File: config.mk
export PLATFORM = sky130hd
export DESIGN_NAME = rtc_digit_bank
export DESIGN_NICKNAME = d
export VERILOG_FILES = /design/src/rtl/rtc_pkg.sv /design/src/rtl/rtc_digit_bank_bcd2_counter.sv /design/src/rtl/rtc_digit_bank.sv
export SDC_FILE = /design/constraint.sdc
export NUM_CORES = 1
export LEC_CHECK = 0
export CORE_ASPECT_RATIO = 0.7
export CORE_MARGIN = 2
export CORE_UTILIZATION = 40
export DETAILED_ROUTE_END_ITERATION = 10
export DONT_BUFFER_PORTS = 1
export GPL_TIMING_DRIVEN = 0
export PLACE_DENSITY_LB_ADDON = 0.12
export RECOVER_POWER = 25
export SYNTH_ARGS = -nofsm -noshare
export SYNTH_HDL_FRONTEND = slang
export SYNTH_SLANG_ARGS = --single-unit
File: constraint.sdc
create_clock -name clk -period 8.2 [get_ports clk]
set_input_delay 1.23 -clock clk [delete_from_list [all_inputs] [get_ports clk]]
set_output_delay 1.23 -clock clk [all_outputs]
set_load 0.02 [all_outputs]
File: src/rtl/rtc_pkg.sv
// ============================================================================
// rtc_pkg : field indices, timer state type and BCD calendar helpers
// Rev 1.0 : initial release
// ============================================================================
`default_nettype none

package rtc_pkg;

  localparam logic [3:0] FLD_SEC   = 4'd0;
  localparam logic [3:0] FLD_MIN   = 4'd1;
  localparam logic [3:0] FLD_HOUR  = 4'd2;
  localparam logic [3:0] FLD_DAY   = 4'd3;
  localparam logic [3:0] FLD_MONTH = 4'd4;
  localparam logic [3:0] FLD_YEAR  = 4'd5;
  localparam logic [3:0] FLD_TSEC  = 4'd6;
  localparam logic [3:0] FLD_TMIN  = 4'd7;
  localparam logic [3:0] FLD_THOUR = 4'd8;

  typedef enum logic [0:0] {
    T_IDLE = 1'b0,
    T_RUN  = 1'b1
  } timer_state_t;

  // (10*t + u) mod 4 == (2*t + u) mod 4, so only the low two bits matter.
  function automatic logic [7:0] days_in_month(input logic [7:0] month_bcd,
                                               input logic [7:0] year_bcd);
    logic [4:0] s;
    s = {year_bcd[7:4], 1'b0} + {1'b0, year_bcd[3:0]};
    case (month_bcd)
      8'h02:                      days_in_month = (s[1:0] == 2'b00) ? 8'h29 : 8'h28;
      8'h04, 8'h06, 8'h09, 8'h11: days_in_month = 8'h30;
      default:                    days_in_month = 8'h31;
    endcase
  endfunction

  function automatic logic bcd_valid(input logic [7:0] b);
    bcd_valid = (b[7:4] <= 4'd9) && (b[3:0] <= 4'd9);
  endfunction

endpackage

`default_nettype wire

File: src/rtl/rtc_digit_bank_bcd2_counter.sv
// ============================================================================
// bcd2_counter : two-digit BCD register with runtime min/max, inc/dec, load
// Rev 1.0 : initial release
// ============================================================================
`default_nettype none

module bcd2_counter (
  input  logic       clk,
  input  logic       reset,
  input  logic [7:0] rst_val,
  input  logic [7:0] min_val,
  input  logic [7:0] max_val,
  input  logic       inc,
  input  logic       dec,
  input  logic       load,
  input  logic [7:0] load_val,
  output logic [7:0] value,
  output logic       carry,
  output logic       borrow
);

  logic [7:0] up_val;
  logic [7:0] dn_val;

  // ">=" on carry lets a stale value above max (e.g. day after a month write) wrap.
  assign carry  = inc & (value >= max_val);
  assign borrow = dec & (value <= min_val);

  always_comb begin
    up_val = (value[3:0] == 4'd9) ? {value[7:4] + 4'd1, 4'd0} : {value[7:4], value[3:0] + 4'd1};
    dn_val = (value[3:0] == 4'd0) ? {value[7:4] - 4'd1, 4'd9} : {value[7:4], value[3:0] - 4'd1};
  end

  always_ff @(posedge clk) begin
    if (reset)
      value <= rst_val;
    else if (load)
      value <= load_val;
    else if (inc)
      value <= carry ? min_val : up_val;
    else if (dec)
      value <= borrow ? max_val : dn_val;
  end

endmodule

`default_nettype wire

File: src/rtl/rtc_digit_bank.sv
// ============================================================================
// rtc_digit_bank : 12 h clock, calendar and countdown timer as BCD digits
// Rev 1.0 : initial release
// ============================================================================
`default_nettype none

module rtc_digit_bank
  import rtc_pkg::*;
(
  input  logic       clk,
  input  logic       reset,
  input  logic       tick_1hz,
  input  logic       wr_en,
  input  logic [3:0] wr_sel,
  input  logic [7:0] wr_data,
  input  logic       wr_pm,
  input  logic       timer_start,
  input  logic       timer_stop,
  output logic [3:0] d0,  output logic [3:0] d1,  output logic [3:0] d2,
  output logic [3:0] d3,  output logic [3:0] d4,  output logic [3:0] d5,
  output logic [3:0] d6,  output logic [3:0] d7,  output logic [3:0] d8,
  output logic [3:0] d9,  output logic [3:0] d10, output logic [3:0] d11,
  output logic [3:0] d12, output logic [3:0] d13, output logic [3:0] d14,
  output logic [3:0] d15, output logic [3:0] d16, output logic [3:0] d17,
  output logic       am_pm,
  output logic       timer_running,
  output logic       timer_done
);

  logic [7:0] sec, min, hour, day, month, year, tsec, tmin, thour;
  logic       sec_c, min_c, day_c, month_c, tsec_b, tmin_b;
  logic [11:0] spare_unused;
  logic [7:0] dim;
  logic       tick_eff, wr_ok, day_inc, hour_11;
  logic       ld_sec, ld_min, ld_hour, ld_day, ld_month, ld_year;
  logic       ld_tsec, ld_tmin, ld_thour;
  logic       t_zero, t_one, t_tick, t_dec, done_d;
  timer_state_t state_q, state_d;

  // A write in the same cycle swallows the tick for every counter.
  assign tick_eff = tick_1hz & ~wr_en;
  assign wr_ok    = wr_en & bcd_valid(wr_data);
  assign dim      = days_in_month(month, year);

  assign ld_sec   = wr_ok && (wr_sel == FLD_SEC)   && (wr_data <= 8'h59);
  assign ld_min   = wr_ok && (wr_sel == FLD_MIN)   && (wr_data <= 8'h59);
  assign ld_hour  = wr_ok && (wr_sel == FLD_HOUR)  && (wr_data >= 8'h01) && (wr_data <= 8'h12);
  assign ld_day   = wr_ok && (wr_sel == FLD_DAY)   && (wr_data >= 8'h01) && (wr_data <= dim);
  assign ld_month = wr_ok && (wr_sel == FLD_MONTH) && (wr_data >= 8'h01) && (wr_data <= 8'h12);
  assign ld_year  = wr_ok && (wr_sel == FLD_YEAR)  && (wr_data <= 8'h99);
  assign ld_tsec  = wr_ok && (wr_sel == FLD_TSEC)  && (wr_data <= 8'h59);
  assign ld_tmin  = wr_ok && (wr_sel == FLD_TMIN)  && (wr_data <= 8'h59);
  assign ld_thour = wr_ok && (wr_sel == FLD_THOUR) && (wr_data <= 8'h23);

  assign hour_11 = (hour == 8'h11);
  assign day_inc = min_c & hour_11 & am_pm;

  bcd2_counter u_sec (.clk(clk), .reset(reset), .rst_val(8'h00), .min_val(8'h00), .max_val(8'h59),
    .inc(tick_eff), .dec(1'b0), .load(ld_sec), .load_val(wr_data), .value(sec),
    .carry(sec_c), .borrow(spare_unused[0]));
  bcd2_counter u_min (.clk(clk), .reset(reset), .rst_val(8'h00), .min_val(8'h00), .max_val(8'h59),
    .inc(sec_c), .dec(1'b0), .load(ld_min), .load_val(wr_data), .value(min),
    .carry(min_c), .borrow(spare_unused[1]));
  bcd2_counter u_hour (.clk(clk), .reset(reset), .rst_val(8'h12), .min_val(8'h01), .max_val(8'h12),
    .inc(min_c), .dec(1'b0), .load(ld_hour), .load_val(wr_data), .value(hour),
    .carry(spare_unused[2]), .borrow(spare_unused[3]));
  bcd2_counter u_day (.clk(clk), .reset(reset), .rst_val(8'h01), .min_val(8'h01), .max_val(dim),
    .inc(day_inc), .dec(1'b0), .load(ld_day), .load_val(wr_data), .value(day),
    .carry(day_c), .borrow(spare_unused[4]));
  bcd2_counter u_month (.clk(clk), .reset(reset), .rst_val(8'h01), .min_val(8'h01), .max_val(8'h12),
    .inc(day_c), .dec(1'b0), .load(ld_month), .load_val(wr_data), .value(month),
    .carry(month_c), .borrow(spare_unused[5]));
  bcd2_counter u_year (.clk(clk), .reset(reset), .rst_val(8'h00), .min_val(8'h00), .max_val(8'h99),
    .inc(month_c), .dec(1'b0), .load(ld_year), .load_val(wr_data), .value(year),
    .carry(spare_unused[6]), .borrow(spare_unused[7]));

  always_ff @(posedge clk) begin
    if (reset)
      am_pm <= 1'b0;
    else if (ld_hour)
      am_pm <= wr_pm;
    else if (min_c && hour_11)
      am_pm <= ~am_pm;
  end

  // Decrement is suppressed at zero so a zeroed-while-running timer stays 00:00:00.
  assign t_zero = ({thour, tmin, tsec} == 24'h000000);
  assign t_one  = ({thour, tmin, tsec} == 24'h000001);
  assign t_tick = (state_q == T_RUN) && tick_eff && !timer_stop;
  assign t_dec  = t_tick && !t_zero;

  bcd2_counter u_tsec (.clk(clk), .reset(reset), .rst_val(8'h00), .min_val(8'h00), .max_val(8'h59),
    .inc(1'b0), .dec(t_dec), .load(ld_tsec), .load_val(wr_data), .value(tsec),
    .carry(spare_unused[8]), .borrow(tsec_b));
  bcd2_counter u_tmin (.clk(clk), .reset(reset), .rst_val(8'h00), .min_val(8'h00), .max_val(8'h59),
    .inc(1'b0), .dec(tsec_b), .load(ld_tmin), .load_val(wr_data), .value(tmin),
    .carry(spare_unused[9]), .borrow(tmin_b));
  bcd2_counter u_thour (.clk(clk), .reset(reset), .rst_val(8'h00), .min_val(8'h00), .max_val(8'h23),
    .inc(1'b0), .dec(tmin_b), .load(ld_thour), .load_val(wr_data), .value(thour),
    .carry(spare_unused[10]), .borrow(spare_unused[11]));

  always_ff @(posedge clk) begin
    if (reset) begin
      state_q    <= T_IDLE;
      timer_done <= 1'b0;
    end else begin
      state_q    <= state_d;
      timer_done <= done_d;
    end
  end

  always_comb begin
    state_d = state_q;
    done_d  = 1'b0;
    case (state_q)
      T_IDLE: if (timer_start && !timer_stop && !t_zero) state_d = T_RUN;
      T_RUN: begin
        if (timer_stop) begin
          state_d = T_IDLE;
        end else if (t_tick && (t_one || t_zero)) begin
          state_d = T_IDLE;
          done_d  = 1'b1;
        end
      end
      default: state_d = T_IDLE;
    endcase
  end

  assign timer_running = (state_q == T_RUN);

  assign {d1, d0}   = sec;    assign {d3, d2}   = min;   assign {d5, d4}   = hour;
  assign {d7, d6}   = day;    assign {d9, d8}   = month; assign {d11, d10} = year;
  assign {d13, d12} = tsec;   assign {d15, d14} = tmin;  assign {d17, d16} = thour;

endmodule

`default_nettype wire

==> results.sh <==
export IMPL_avgRoutedWirePerCell_um=20.0
export IMPL_grt_max_degree=13
export IMPL_diodes=0
export IMPL_gp_congestion=0.875
export IMPL_irDropWorstVdd_mv=0.0963
export IMPL_synth_area_leaders="dfxtp_1, ha_1, nor2_1"
export IMPL_syn_area_um2=4830
export IMPL_mostFrequentLayoutCell="dfxtp_1"
export IMPL_areaGrowthSynthToFinish_pct=10.5
export IMPL_hold_ws_ns=0.582
export IMPL_period_needed_ns=3.99
export IMPL_p_per_area_nw_per_um2=159
export IMPL_cts_max_level=3
export IMPL_finalClockSkew_ns=0.00580
export IMPL_routed_wl_um=16200
export IMPL_crit_fanout=9
export IMPL_clk_pin_slew_worst_paths_ns=0.06
export IMPL_dp_cells=792
export IMPL_drt_met1_wl_um=7780
export IMPL_hpwl_um=12000
export IMPL_hold_depth=2
export IMPL_post_cts_resized=0
export IMPL_antenna_found_initial=0
export IMPL_p_leak_nw=1.77
export IMPL_drt_iter0_drc=403
export IMPL_syn_inst=635
export IMPL_rsz0062_at_grt="false"
export IMPL_register_area_um2=1500
export IMPL_grt_pass1_vias=4499
export IMPL_grt_pass1_wl_um=24900
export IMPL_via_per_inst=6.17
export IMPL_grt_overflow=0
export IMPL_tritoncts="yes"
export IMPL_nets=689
export IMPL_layout_setup_ws_ns=4.21
export IMPL_tightest_slew_ns=1.27
export IMPL_initial_core_util_pct=41.2
export IMPL_postRouteAntennaNets=0
export IMPL_worst_r2r_path_depth=14
export IMPL_synth_top_area_share_pct=31.1
export IMPL_hold_path_class="reg -> reg"
export IMPL_std_cell_rows=33
export IMPL_async_flop_share_pct=0
export IMPL_port_buffers=0
export IMPL_vias=4987
export IMPL_die_x_um=135
export IMPL_clock_sinks=75
export IMPL_p_total_mw=0.847
export IMPL_track_usage_pct=25.1
export IMPL_route_met3_wl_um=1470
export IMPL_yosysTopAreaCell="dfxtp_1"
export IMPL_synth_seq_cells=75
export IMPL_mostFrequentLayoutCells="dfxtp_1, nor2_1, nand2_1"
export IMPL_hold_viol=0
export IMPL_yosysSeqAreaShare_pct=31.1
export IMPL_place_ws_ns=4.26
export IMPL_start_kind="flip-flop"
export IMPL_ys_flop_type="dfxtp_1"
export IMPL_maxCapViolations=0
export IMPL_cts_root_buf="clkbuf_16"
export IMPL_wl_met2_um=6670
export IMPL_stdcell_count=808
export IMPL_cts_setup_buffers=0
export IMPL_relSlewSlack_pct=14.7
export IMPL_tns_ns=0
export IMPL_post_route_period_util_pct=48.7
export IMPL_highest_layer="met4"
export IMPL_setup_violations=0
export IMPL_die_h_um=96.0
export IMPL_drv_slew=0
export IMPL_syn_nets=678
export IMPL_num_io_pins=94
export IMPL_firstDrtPassIters=5
export IMPL_critPathCaptureType="flip-flop"
export IMPL_drive_gt1_share_pct=3.84
export IMPL_detail_route_drc_violations=0
export IMPL_critPathKind="reg -> reg"
export IMPL_fmax_ghz=0.251
export IMPL_cts_inserted_buffers=9
export IMPL_status="completed"
export IMPL_die_area_um2=13000
export IMPL_core_area_um2=11700
export IMPL_synth_edf_count=0
export IMPL_cts_hold_buf=0
export IMPL_cp_arrival_ns=4.24
export IMPL_multi_input_area_um2=3110
export IMPL_postSynthAreaPerCell_um2=7.61
export IMPL_synthDistinctLibCells=65
export IMPL_fillers=1199
export IMPL_clock_path_buffers=2
export IMPL_ys_warn_count=0
export IMPL_insertion_delay_ns=0.34
export IMPL_required_ns=8.45
[layer usage]
metal  GRT usage, %  vias up
met3           7.32       23
met4           6.08        0
met2           36.4      221
met5              0        -
li1               -     2402
met1           36.5     2341
[cell usage after synthesis (14+ instances only)]
master and instances:
dfxtp_1 75, nor2_1 63, nand2_1 60, a21oi_1 35
nor3_1 34, o21ai_0 33, clkbuf_1 32, a211oi_1 28
nand3_1 27, inv_1 25, ha_1 24, and3_1 14
[sequential cells by signal (all words and copies together) (netlist names)]
| register | cells |
|---|---|
| u_day.value | 8 |
| u_hour.value | 8 |
| u_min.value | 8 |
| u_month.value | 8 |
| u_sec.value | 8 |
| u_thour.value | 8 |
| u_tmin.value | 8 |
| u_tsec.value | 8 |
| u_year.value | 8 |
| am_pm | 1 |
| timer_done | 1 |
| timer_running | 1 |
[final timing paths]
check | from | end | slack [ns]
worst max-delay path | u_month.value[0] | u_year.value[1] | 4.21
worst min-delay path | u_day.value[6] | u_day.value[6] | 0.58
worst max register to register | u_month.value[0] | u_year.value[1] | 4.21
worst min register to register | u_day.value[6] | u_day.value[6] | 0.58
[critical path: stages, from the launching register on]
cell       delay (ns)
dfxtp_1          0.37
clkbuf_1         0.22
nor4_1           0.29
nand2_1          0.12
nor3b_1          0.43
inv_1            0.16
ha_1             0.31
nand3_1          0.07
a2bb2oi_1        0.16
and2_1           0.18
clkbuf_1         0.19
or3_1            0.39
clkbuf_1         0.20
or4_1            0.55
a311oi_1         0.26
[power breakdown]
part           internal, mW  switching [mW]
clock network         0.264           0.160
registers             0.367         0.00802
logic                0.0123          0.0356
total                 0.644           0.203
[area by class of cell]
type,instances,area share (%)
clock buffers,10,4.29
flip-flops and latches,75,28.1
well taps,157,3.68
multi-input cells,501,58.2
clock inverters,6,1.50
plain buffers,34,2.44
inverters,25,1.76
[per-stage QoR]
step	area (um^2)	utilization [%]
2_1_floorplan	4830	-
3_3_place_gp	5030	42.9
3_5_place_dp	5030	42.9
4_1_cts	5340	45.5
5_1_grt	5340	45.5
6_report	5340	45.5
[logic make-up after synthesis]
logic type	count (synthesis)	share of synthesized area (%)
compound gates	169	23.4
xor+xnor	14	2.54
fa+ha+maj	24	6.21
buf+inv	59	4.64
flops	75	31.1
mux	4	0.854
simple gates	290	31.3
(Power assumes the default switching activity.)
